`config.mk`:
```
export PLATFORM = sky130hd
export DESIGN_NAME = lcd_ctrl
export DESIGN_NICKNAME = d
export VERILOG_FILES = /design/src/rtl/lcd_ctrl.sv
export SDC_FILE = /design/constraint.sdc
export NUM_CORES = 1
export LEC_CHECK = 0
export CORE_ASPECT_RATIO = 1.4
export CORE_UTILIZATION = 52
export DETAILED_ROUTE_END_ITERATION = 8
export PLACE_DENSITY = 0.84
export SLEW_MARGIN = 30
export SYNTH_ARGS = -nofsm -noshare
export SYNTH_HDL_FRONTEND = slang
export SYNTH_SLANG_ARGS = --single-unit
```
`constraint.sdc`:
```
create_clock -name clk -period 6.9 [get_ports clk]
set_clock_uncertainty 0.2 [all_clocks]
set_input_delay 0.69 -clock clk [delete_from_list [all_inputs] [get_ports clk]]
set_output_delay 0.69 -clock clk [all_outputs]
set_load 0.02 [all_outputs]
```
`src/rtl/lcd_ctrl.sv`:
```
// Memory-mapped HD44780-style LCD bus controller: CPU stores queue 10-bit commands
// which are replayed on lcd_data/lcd_en with programmable setup/pulse/hold/exec timing.
module lcd_ctrl #(
    parameter logic [31:0] BASE          = 32'h0000_0040,
    parameter int          FIFO_DEPTH    = 4,
    parameter int          SETUP_CYC     = 2,
    parameter int          PULSE_CYC     = 4,
    parameter int          HOLD_CYC      = 2,
    parameter int          EXEC_CYC      = 40,
    parameter int          LONG_EXEC_CYC = 1600,
    parameter int          CNT_W         = 16
) (
    input  logic        clk,
    input  logic        reset,
    input  logic        bus_wen,
    input  logic [31:0] bus_addr,
    input  logic [31:0] bus_wdata,
    input  logic [1:0]  bus_size,
    output logic [31:0] bus_rdata,
    output logic [9:0]  lcd_data,
    output logic        lcd_en,
    output logic        busy
);
    // state | meaning
    // IDLE  | waiting for a queued command
    // SETUP | lcd_data stable, lcd_en low
    // PULSE | lcd_en high
    // HOLD  | lcd_en low, lcd_data held
    // WAIT  | LCD executing the command
    typedef enum logic [2:0] {S_IDLE, S_SETUP, S_PULSE, S_HOLD, S_WAIT} state_t;

    localparam int PW = $clog2(FIFO_DEPTH);
    localparam int CW = PW + 1;

    state_t           state;
    logic [CNT_W-1:0] cnt;
    logic [9:0]       mem [FIFO_DEPTH];
    logic [PW-1:0]    wr_ptr;
    logic [PW-1:0]    rd_ptr;
    logic [CW-1:0]    count;
    logic             overflow;

    logic       data_wr;
    logic       ctrl_wr;
    logic       flush;
    logic       full;
    logic       empty;
    logic       push;
    logic       pop;
    logic       is_long;
    logic [9:0] push_val;
    logic [2:0] count3;
    logic       unused_bits;

    assign data_wr  = bus_wen && (bus_addr == BASE) && (bus_size != 2'd0);
    assign ctrl_wr  = bus_wen && (bus_addr == BASE + 32'd4) && (bus_size != 2'd0);
    assign flush    = ctrl_wr && bus_wdata[0];
    assign full     = (count == CW'(FIFO_DEPTH));
    assign empty    = (count == '0);
    // A full FIFO rejects the push even when the engine pops in the same cycle.
    assign push     = data_wr && !flush && !full;
    assign pop      = (state == S_IDLE) && !empty && !flush;
    assign push_val = (bus_size == 2'd1) ? {2'b10, bus_wdata[7:0]} : bus_wdata[9:0];
    assign is_long  = (lcd_data[9:8] == 2'b00) &&
                      ((lcd_data[7:0] == 8'h01) || (lcd_data[7:0] == 8'h02));

    assign busy      = !empty || (state != S_IDLE);
    assign count3    = (count > CW'(7)) ? 3'd7 : 3'(count);
    assign bus_rdata = (bus_addr == BASE + 32'd4) ?
                       {26'b0, overflow, count3, full, busy} : 32'd0;
    assign unused_bits = ^bus_wdata[31:10];

    always_ff @(posedge clk) begin
        if (push) begin
            mem[wr_ptr] <= push_val;
        end
    end

    always_ff @(posedge clk) begin
        if (!reset) begin
            wr_ptr   <= '0;
            rd_ptr   <= '0;
            count    <= '0;
            overflow <= 1'b0;
        end else if (flush) begin
            wr_ptr <= '0;
            rd_ptr <= '0;
            count  <= '0;
            if (bus_wdata[1]) begin
                overflow <= 1'b0;
            end
        end else begin
            if (push) begin
                wr_ptr <= wr_ptr + 1'b1;
            end
            if (pop) begin
                rd_ptr <= rd_ptr + 1'b1;
            end
            if (push && !pop) begin
                count <= count + 1'b1;
            end else if (pop && !push) begin
                count <= count - 1'b1;
            end
            if (data_wr && full) begin
                overflow <= 1'b1;
            end else if (ctrl_wr && bus_wdata[1]) begin
                overflow <= 1'b0;
            end
        end
    end

    always_ff @(posedge clk) begin
        if (!reset) begin
            state    <= S_IDLE;
            cnt      <= '0;
            lcd_data <= '0;
            lcd_en   <= 1'b0;
        end else if (flush) begin
            state  <= S_IDLE;
            cnt    <= '0;
            lcd_en <= 1'b0;
        end else begin
            case (state)
                S_IDLE: begin
                    if (pop) begin
                        lcd_data <= mem[rd_ptr];
                        cnt      <= CNT_W'(SETUP_CYC - 1);
                        state    <= S_SETUP;
                    end
                end
                S_SETUP: begin
                    if (cnt == '0) begin
                        lcd_en <= 1'b1;
                        cnt    <= CNT_W'(PULSE_CYC - 1);
                        state  <= S_PULSE;
                    end else begin
                        cnt <= cnt - 1'b1;
                    end
                end
                S_PULSE: begin
                    if (cnt == '0) begin
                        lcd_en <= 1'b0;
                        cnt    <= CNT_W'(HOLD_CYC - 1);
                        state  <= S_HOLD;
                    end else begin
                        cnt <= cnt - 1'b1;
                    end
                end
                S_HOLD: begin
                    if (cnt == '0) begin
                        cnt   <= is_long ? CNT_W'(LONG_EXEC_CYC - 1) : CNT_W'(EXEC_CYC - 1);
                        state <= S_WAIT;
                    end else begin
                        cnt <= cnt - 1'b1;
                    end
                end
                S_WAIT: begin
                    if (cnt == '0) begin
                        state <= S_IDLE;
                    end else begin
                        cnt <= cnt - 1'b1;
                    end
                end
                default: state <= S_IDLE;
            endcase
        end
    end
endmodule

```
== Word level (Yosys, flattened, before mapping) ==
Memory sizes are Yosys's and may differ from the RTL's. A register that Yosys moved wholly into a read port is not among the register bits.
Index checks and enable logic that the tools add are counted.
Cells by class
  equality and inequality tests: 17
  muxes and demuxes: 27
  bitwise logic cells: 2
  order comparisons: 1
  add/sub/neg operators: 5
  reduce and logical (&&, ||, !) cells: 38
Operator list (number)
  $mux 16: 5
  $pmux 16 s5: 1
  $eq 32x7->1 const B: 2
  $mux 3: 8
  $logic_not 16->1: 1
  $sub 16x1->16 const B: 1
  $pmux 3 s5: 1
  $logic_and 1x1->1: 14
  $ne 2x2->1 const B: 7
  $mux 11: 1
  $mux 10: 1
  $reduce_and 3->1: 3
  $eq 8x1->1 const B: 1
  $eq 8x2->1 const B: 1
  $mux 1: 8
  $eq 3x2->1 const B: 2
  $eq 3x3->1 const B: 2
  $logic_not 1->1: 6
  $logic_not 3->1: 2
  $mux 6: 1
  $reduce_bool 2->1: 3
  $reduce_bool 3->1: 2
  $reduce_and 5->1: 1
  $reduce_bool 5->1: 1
  other kinds (12): 15
Storage, ports and cells
  flip-flop bits (word level): 28
  RAM bits: 40
  memories kept: 1
  logic and storage cells: 98
  output and inout bits: 44
Memory list
  mem: words 4, width 10, rd ports 1, clocked after Yosys merged registers in 1, write ports 1, line 37  | logic [9:0] mem [FIFO_DEPTH];

== Logic depth before layout (Yosys ltp) ==
Gate-level depths: netlist of the first run.
  depth after elaboration: 11
  gate-level depth with buffers: 13
  mapped depth without buffers: 12

== Worst setup path after synthesis of the first run ==
No wires, ideal clock.
  path kind: in2reg
  start point: input bus_addr[5]
  end point: register count[2]
  buffers on the path: 1
  stages: 13
  arrival time: 2.903 ns
  path slack: 3.680 ns
  library setup time: 0.117 ns
  required time: 6.583 ns
  path through: nor4b_2 > nand4_2 > nor4_4 > nor2_2 > buf_4 > inv_1 > ha_1 > inv_1 > fa_1 > xor2_1 > nor2_1 > xnor2_1 > nor2_1
On the way
  word-level cells in the longest chain between the ends: 10
Ends and longest elaborated chain
  from (decl): line 16  | input logic [31:0] bus_addr,
  $eq 32x7->1: line 56  | assign ctrl_wr = bus_wen && (bus_addr == BASE + 32'd4) && (bus_size != 2'd0);
  $logic_and 1x1->1 (2 in a row): line 56
  $logic_and 1x1->1: line 57  | assign flush = ctrl_wr && bus_wdata[0];
  $logic_not 1->1: line 61, 62
  $logic_and 1x1->1 (2 in a row): line 61  | assign push = data_wr && !flush && !full;
  $logic_not 1->1: line 101  | end else if (pop && !push) begin
  $logic_and 1x1->1: line 101
  $reduce_bool 2->1 (no source line)
  to (signal assigned): line 100  | count <= count + 1'b1;
  to (signal assigned): line 102  | count <= count - 1'b1;
  to (decl): line 40  | logic [CW-1:0] count;
Parallel ways exist; a longest one is shown, timed or not.
A chain may end at the register's enable or synchronous reset.

== Worst setup path after layout of the first run ==
  start point: input bus_addr[22]
  end point: output bus_rdata[5]
On the way
  word-level cells in the longest chain between the ends: 2
Ends and longest elaborated chain
  $eq 32x7->1: line 69  | assign bus_rdata = (bus_addr == BASE + 32'd4) ?
  $mux 6: line 69
  to (decl): line 19  | output logic [31:0] bus_rdata,
Every way passes these cells.

==> results of run 1 <==
worst max-delay path: stages:
cell and delay (ns):
clkdlybuf4s50_1 0.40, nor4_1 0.32, nand4_1 0.28, nor3_1 0.52
and2_1 0.22, clkdlybuf4s50_1 0.62
registers in the layout, summed over array words and instances (netlist names):
register and count:
state 3, lcd_data 10, mem 40, rd_ptr 2
overflow 1, cnt 16, count 3, wr_ptr 2
lcd_en 1
Yosys cell counts, types with 7 or more instances:
master / n
nor3_1: 13
edfxtp_1: 40
a21oi_1: 19
and2_1: 12
nand2b_1: 7
dfxtp_1: 38
o21ai_0: 12
mux4_2: 10
nor2_1: 24
nand3_1: 10
mux2i_1: 12
ha_1: 7
nand2_1: 21
buf_4: 28
inv_1: 7
nor2b_1: 13
routing by layer:
| metal | track usage, % | up-vias | wire [microns] |
|---|---|---|---|
| met5 | 0 | - | 0 |
| met4 | 9.20 | 0 | 165 |
| met3 | 4.03 | 19 | 369 |
| met2 | 41.9 | 92 | 4780 |
| met1 | 24.7 | 1428 | 3190 |
| li1 | - | 1415 | - |
kinds of logic (layout without fill, tap and decap cells):
group                      count (synthesis)  count (layout)  share of synthesized area (%)
xor gates and xnor gates                   8               8                           1.73
and+or+nand+nor                          136             136                           21.0
AOI/OAI and AO/OA                         64              64                           10.4
other                                      1              26                         0.0924
adders and majority gates                  8               8                           2.65
buffers and inverters                     46              88                           7.28
DFF                                       78              78                           48.4
muxes                                     22              22                           8.51
report_power, final:
| part | internal, mW | switching [mW] |
|---|---|---|
| clock | 0.209 | 0.175 |
| sequential | 0.571 | 0.132 |
| combinational | 0.434 | 0.613 |
cell type report:
type,count,area (sq um),share of cell area (%)
timing repair buffer,65,648,13.3
clock inverter,7,106,2.18
tap,97,121,2.49
clock buffer,9,124,2.54
sequential,78,1960,40.2
multi-input combinational,264,1890,38.8
inverter,7,26.3,0.538
per-stage QoR:
step | setup WS (ns) | power (mW) | util, %
final | 2.97 | 2.13 | 65.5
after global routing | 2.75 | 2.27 | 65.5
after CTS | 2.95 | 2.13 | 65.5
after detailed placement | 2.95 | 1.74 | 62.4
after global placement | 3.06 | 1.71 | 62.4
after floorplan | 3.68 | 1.52 | -
worst max path at each step:
stage | slack [ns] | to | cells after the start | start
floorplan | 3.68 | count[2]$_SDFFE_PP0P_ | 13 | bus_addr[5]
global route | 2.75 | bus_rdata[5] | 6 | bus_addr[18]
global placement | 3.06 | count[2]$_SDFFE_PP0P_ | 13 | bus_addr[13]
CTS | 2.95 | bus_rdata[5] | 6 | bus_addr[22]
detailed placement | 2.95 | count[2]$_SDFFE_PP0P_ | 13 | bus_addr[22]
finish | 2.97 | bus_rdata[5] | 6 | bus_addr[22]
==> results.cfg, run 1 <==
[hold_path]
hold_end = overflow$_SDFFE_PN0P_
hold_class = flip-flop to flip-flop
hold_start = overflow$_SDFFE_PN0P_
worstHoldPathCells = 2

[detailed_routing]
drt-total-wl_microns = 8510
via_per_inst = 5.61
vias = 2954
wl_per_cell_microns = 16.1
drt_iter0_drc = 212
final_antenna_net_count = 0
drc = 0
first_pass_iters = 4

[cells_and_area]
layout.cells.non_filler = 527
final_cell_mix = 64 x clkdlybuf4s50_1, 40 x edfxtp_1, 38 x dfxtp_1
n_fill_cell = 565
area_growth_pct = 20.3
final_layout_size_suffix_gt1_share_pct = 11.2
postLayoutCellArea_sq_um = 4880
nets = 502
final_common_cell = clkdlybuf4s50_1
num_antenna_cells = 0

[yosys]
ys_seq_area_share_pct = 48.4
synth_edf_count = 40
async_reset_ff_share_pct = 0
synthCells = 363
synth-seq-cells = 78
syn_area_sq_um = 4060
synth_cell_type_count = 58
synth_top_area_share_pct = 29.6
synth_area_leaders = edfxtp_1 30%, dfxtp_1 19%, mux4_2 5.6%
syn_area_per_cell_sq_um = 11.2
synth_flop_cell = edfxtp_1
ys_warn_count = 0
yosys.area.top_type = edfxtp_1

[setup_path]
r2r-start = state[0]$_SDFFE_PP0P_
ff2ff_path_depth = 9
required_ns = 6.01
r2r-end = count[1]$_SDFFE_PP0P_
r2r_slack_ns = 3.78
crit_path_end_kind = primary output
path_class = input port to primary output
cp.arrival_ns = 3.04
path_max_fanout = 6
start_kind = input port

[power]
power.leakage_nw = 1.72
peakVddDrop_mv = 0.303
power.density_nw_per_um2 = 437

[clock_network]
cts_buffers = 9
htree_levels = 3
postCtsResizedCells = 0
cts_setup_buffers = 0
cts_tree = yes
hold_buffers = 0
clockBufferDepth = 2
cts.clk_slew.worst_paths_ns = 0.08
clock_latency_ns = 0.35
cts.sink_count = 78
clockRootBuffer = clkbuf_8

[sta]
slew_violations = 0
max_freq_mhz = 254
finalSetupViolations = 0
whs_ns = 0.285
period_share_pct = 57.0
rsz0062_at_grt = no
timing.max_slew.rel_slack_pct = 44.0
tns_ns = 0
worst_slew_pin_slew_ns = 0.839
final_hold_viol_count = 0
post-route-min-period_ns = 3.93

[placement]
dp_cells = 511
gp_congestion = 0.896
port_buffers = 64
hpwl_microns = 6300
place_area_sq_um = 4650

[global_route]
grt_use_total_pct = 22.4
antenna_found_initial = 0
grt_pass1_vias = 2986
grt_max_degree = 24
overflow = 0
grt_first_pass_wirelength_microns = 14200

[die]
fp.dieH_microns = 107
rows = 37
core-area_sq_um = 7450
fp.dieW_microns = 76.6
die_area_sq_um = 8160
io-pin-count = 113
start_util_pct = 54.4

[flow_run]
max_cap_viol_count = 0

[run_status]
status = complete, no violations
Note: power is estimated with default switching activity, not from simulation.
==> run 2: changes to the inputs <==
--- a/config.mk
+++ b/config.mk
@@ -6,9 +6,9 @@
 export NUM_CORES = 1
 export LEC_CHECK = 0
 export CORE_ASPECT_RATIO = 1.4
-export CORE_UTILIZATION = 52
+export CORE_UTILIZATION = 48
 export DETAILED_ROUTE_END_ITERATION = 8
-export PLACE_DENSITY = 0.84
+export PLACE_DENSITY = 0.78
 export SLEW_MARGIN = 30
 export SYNTH_ARGS = -nofsm -noshare
 export SYNTH_HDL_FRONTEND = slang
==> constraint.sdc (replaced) <==
create_clock -name clk -period 3.64 [get_ports clk]
set_clock_uncertainty 0.2 [all_clocks]
set_input_delay 0.364 -clock clk [delete_from_list [all_inputs] [get_ports clk]]
set_output_delay 0.364 -clock clk [all_outputs]
set_load 0.02 [all_outputs]
==> run 2 against run 1 <==
- sequential power is 89% higher
- core utilization fell by 5.0 points
- first-iteration DRC count increased by 27%
- count of clock-buffer cells in the layout stayed put
- die area rose by 8.1%
- design area is 1.6% higher
- non-clock buffer count rose by 2
- combinational power is 89% higher
- routed wire length fell by 0.36%
- flip-flop and latch count did not move
- worst hold slack worse by 0.0087 ns
==> results.cfg, run 2 (same netlist as run 1, synthesis figures left out) <==
[die]
die_area_sq_um = 8830
fp.dieH_microns = 111
io-pin-count = 113
fp.dieW_microns = 79.7
rows = 39
core-area_sq_um = 8200
start_util_pct = 49.5

[clock_network]
cts.sink_count = 78
htree_levels = 3
cts_buffers = 9
clockRootBuffer = clkbuf_16
clock_latency_ns = 0.33
postCtsResizedCells = 0
cts_tree = yes
hold_buffers = 0
clockBufferDepth = 2
cts.clk_slew.worst_paths_ns = 0.06
cts_setup_buffers = 0

[cells_and_area]
layout.cells.non_filler = 534
final_layout_size_suffix_gt1_share_pct = 11.6
largest_reg_flops = 40
nets = 504
largest_register = mem
area_growth_pct = 22.3
final_common_cell = clkdlybuf4s50_1
top_regs = mem x40, cnt x16, lcd_data x10
final_util_pct = 60.5
num_antenna_cells = 0
final_cell_mix = 64 x clkdlybuf4s50_1, 40 x edfxtp_1, 38 x dfxtp_1

[setup_path]
path_cells = clkdlybuf4s50_1, nor4_1, nand4_1, nor3_1, and2_1, clkdlybuf4s50_1
path_common_cell = clkdlybuf4s50_1
required_ns = 3.08
path_class = input port to primary output
crit_path_top_delay_cell = clkdlybuf4s50_1
cp.arrival_ns = 2.70
max_stage_delay_ns = 0.61
start_kind = input port
path_max_fanout = 6
crit_path_end_kind = primary output

[sta]
rsz0062_at_grt = no
tns_ns = 0
worst_slew_pin_slew_ns = 0.789
max_freq_mhz = 307
slew_violations = 0
post-route-min-period_ns = 3.26
final_hold_viol_count = 0
period_share_pct = 89.6
timing.max_slew.rel_slack_pct = 47.3
finalSetupViolations = 0
timing.final.ws_setup_ns = 0.379

[placement]
place_ws_ns = 0.306
hpwl_microns = 6170
port_buffers = 64
gp_congestion = 0.835
dp_cells = 518

[global_route]
grt_use_total_pct = 21.1
grt_first_pass_wirelength_microns = 14100
overflow = 0
antenna_found_initial = 0
grt_pass1_vias = 2938
grt_max_degree = 21

[flow_run]
max_cap_viol_count = 0

[hold_path]
hold_class = flip-flop to flip-flop

[power]
total_power_mw = 4.17
sw_frac_of_total_pct = 42.7
p_clk_share_pct = 20.5
internal-power_mw = 2.39
combinationalPowerShare_pct = 47.5
power.leakage_nw = 1.75
power.density_nw_per_um2 = 840
switchingPower_mw = 1.78
pwr-share-seq_pct = 32.0
peakVddDrop_mv = 0.471

[detailed_routing]
via_per_inst = 5.42
drt-total-wl_microns = 8480
wl_per_cell_microns = 15.9
drt_iter0_drc = 269
first_pass_iters = 4
drc = 0
final_antenna_net_count = 0
vias = 2894

[run_status]
status = complete, no violations
-- run 2: cell count changes in the layout (fill, tap and decap cells not counted), sizes merged --
cell / previous run / this run
inv: 9 / 11
clkinv: 3 / 1
bufinv: 2 / 0
buf: 1 / 3
clkinvlp: 0 / 2
-- run 2: worst max-delay path: cells and delay by family --
family / cells / cell delay, ns
AND/OR/NAND/NOR: 4 / 1.31
buffers and inverters: 2 / 1.01
-- run 2: worst paths after layout --
kind,start,to,slack (ns),cells after the start
min,overflow$_SDFFE_PN0P_,overflow$_SDFFE_PN0P_,0.28,2
max,bus_addr[17],bus_rdata[5],0.38,6
max reg2reg,count[0]$_SDFFE_PP0P_,count[2]$_SDFFE_PP0P_,1.04,11
min reg2reg,overflow$_SDFFE_PN0P_,overflow$_SDFFE_PN0P_,0.28,2
-- run 2: metal layers --
layer | global-route usage [%] | up-vias | wire length (microns) | share of wire [%]
li1 | - | 1425 | - | -
met1 | 24.1 | 1374 | 3390 | 40
met2 | 37.4 | 76 | 4610 | 54
met3 | 3.54 | 19 | 256 | 3.0
met4 | 9.45 | 0 | 216 | 2.5
met5 | 0 | - | 0 | 0
-- run 2: stage by stage --
| stage | hold WS (ns) | area, sq um |
|---|---|---|
| final | 0.277 | 4960 |
| after CTS | 0.276 | 4960 |
| after detailed placement | 0.260 | 4670 |
| after global routing | 0.294 | 4960 |
| after global placement | 0.256 | 4670 |
| after floorplan | 0.239 | 4150 |
-- run 2: cell type report --
class | instances | area, sq um
Clock buffer | 9 | 225
Multi-Input combinational cell | 264 | 1890
Timing Repair Buffer | 67 | 663
Sequential cell | 78 | 1960
Clock inverter | 7 | 63.8
Inverter | 7 | 26.3
Tap cell | 102 | 128
Fill cell | 657 | 3240
-- run 2: power groups by stage --
stage / Sequential, mW / Combinational (mW) / Clock, mW
CTS: 1.33 / 1.98 / 0.875
global route: 1.37 / 2.17 / 0.911
finish: 1.33 / 1.98 / 0.856
global placement: 1.34 / 1.92 / 0
detailed placement: 1.35 / 1.96 / 0
floorplan: 1.32 / 1.56 / 0
==> run 3: changes to the inputs <==
--- a/config.mk
+++ b/config.mk
@@ -6,9 +6,10 @@
 export NUM_CORES = 1
 export LEC_CHECK = 0
 export CORE_ASPECT_RATIO = 1.4
-export CORE_UTILIZATION = 48
+export CORE_MARGIN = 4
+export CORE_UTILIZATION = 40
 export DETAILED_ROUTE_END_ITERATION = 8
-export PLACE_DENSITY = 0.78
+export PLACE_DENSITY = 0.67
 export SLEW_MARGIN = 30
 export SYNTH_ARGS = -nofsm -noshare
 export SYNTH_HDL_FRONTEND = slang
==> run 3 against run 2 <==
- cell count rose by 6.4%
- via count fell by 0.35%
- routed wire length increased by 7.2%
==> results.cfg, run 3 (same netlist as run 1, synthesis figures left out) <==
[run_status]
status = complete, no violations

[clock_network]
cts_setup_buffers = 0
htree_levels = 3
cts.sink_count = 78
postCtsResizedCells = 0
clockBufferDepth = 2
hold_buffers = 0
cts.clk_slew.worst_paths_ns = 0.06
cts_tree = yes
cts_buffers = 9
clock_latency_ns = 0.34
clockRootBuffer = clkbuf_16

[global_route]
overflow = 0
grt_pass1_vias = 2963
antenna_found_initial = 0
grt_use_total_pct = 16.2
grt_max_degree = 21
grt_first_pass_wirelength_microns = 14900

[die]
fp.dieH_microns = 127
rows = 43
fp.dieW_microns = 93.1
core-area_sq_um = 9900
io-pin-count = 113
start_util_pct = 41.0
die_area_sq_um = 11800

[cells_and_area]
largest_register = mem
largest_reg_flops = 40
top_regs = mem x40, cnt x16, lcd_data x10
layout.cells.non_filler = 568
area.sequential_sq_um = 1960
final_common_cell = clkdlybuf4s50_1
multiInputGateArea_sq_um = 1890
n_fill_cell = 908
final_util_pct = 50.6
final_layout_size_suffix_gt1_share_pct = 11.8
num_antenna_cells = 0
nets = 505
final_cell_mix = 64 x clkdlybuf4s50_1, 40 x edfxtp_1, 38 x dfxtp_1
area_growth_pct = 23.5

[setup_path]
crit_path_end_kind = primary output
path_cells = clkdlybuf4s50_1, nor4_1, nand4_1, nor3_1, and2_1, clkdlybuf4s50_1
cp.arrival_ns = 2.61
max_stage_delay_ns = 0.62
required_ns = 3.08
r2r_slack_ns = 1.03
start_kind = input port
cp-startpoint = bus_addr[22]
crit_path_top_delay_cell = clkdlybuf4s50_1
path_common_cell = clkdlybuf4s50_1
path_class = input port to primary output
path_max_fanout = 6
crit_path_end = bus_rdata[4]
r2r-start = state[1]$_SDFFE_PP0P_
r2r-end = count[2]$_SDFFE_PP0P_
ff2ff_path_depth = 11

[sta]
max_freq_mhz = 315
finalSetupViolations = 0
slew_violations = 0
period_share_pct = 87.3
final_hold_viol_count = 0
tns_ns = 0
timing.max_slew.rel_slack_pct = 47.4
worst_slew_pin_slew_ns = 0.788
post-route-min-period_ns = 3.18
rsz0062_at_grt = no

[power]
total_power_mw = 4.20
power.leakage_nw = 1.75
peakVddDrop_mv = 0.383
power.density_nw_per_um2 = 839

[detailed_routing]
final_antenna_net_count = 0
wl_per_cell_microns = 16.0
drt-total-wl_microns = 9090
vias = 2884
via_per_inst = 5.08
drt_iter0_drc = 105
first_pass_iters = 4
drc = 0

[placement]
dp_cells = 552
hpwl_microns = 6630
gp_congestion = 0.904
port_buffers = 64

[flow_run]
max_cap_viol_count = 0

[hold_path]
hold_class = flip-flop to flip-flop
## run 3: cell types whose count changed in the layout (fill, tap and decap cells not counted)
cell	delta
buf_4	+1
clkinv_4	+1
clkinvlp_4	-1
inv_6	+1
inv_8	-1
## run 3: metrics by stage
step           setup slack, ns  hold slack [ns]  instance area [sq um]
5_1_grt                  0.244            0.312                   5010
6_report                 0.462            0.271                   5010
2_1_floorplan            0.746            0.239                   4150
3_5_place_dp             0.301            0.262                   4720
4_1_cts                  0.423            0.278                   5010
3_3_place_gp             0.345            0.266                   4720
## run 3: where the power goes
group          leakage, nW  switching [mW]  total (mW)  internal (mW)
Clock                0.139           0.383       0.859          0.476
Sequential           0.670           0.250        1.33           1.08
Combinational        0.945            1.17        2.01          0.840
## run 3: how the worst min path moves through the flow
stage,start,to,cells past startpoint
floorplan,overflow$_SDFFE_PN0P_,overflow$_SDFFE_PN0P_,2
global placement,overflow$_SDFFE_PN0P_,overflow$_SDFFE_PN0P_,2
detailed placement,overflow$_SDFFE_PN0P_,overflow$_SDFFE_PN0P_,2
CTS,overflow$_SDFFE_PN0P_,overflow$_SDFFE_PN0P_,2
global route,overflow$_SDFFE_PN0P_,overflow$_SDFFE_PN0P_,2
finish,overflow$_SDFFE_PN0P_,overflow$_SDFFE_PN0P_,2
## run 3: layer usage
metal	global-route usage [%]	routed length (microns)
met1	17.5	3450
met2	30.9	5170
met3	2.89	295
met4	6.21	174
met5	0	0
## run 3: critical path, delay by kind of cell
family        cells  cell delay, ns
simple gates      4            1.23
buf+inv           2            1.02
## run 3: area by class of cell
type	instances	area share (%)
Clock buffer	9	4.50
Clock inverter	7	1.25
Inverter	7	0.525
Multi-Input combinational cell	264	37.8
Sequential cell	78	39.2
Tap cell	135	3.37
Timing Repair Buffer	68	13.4
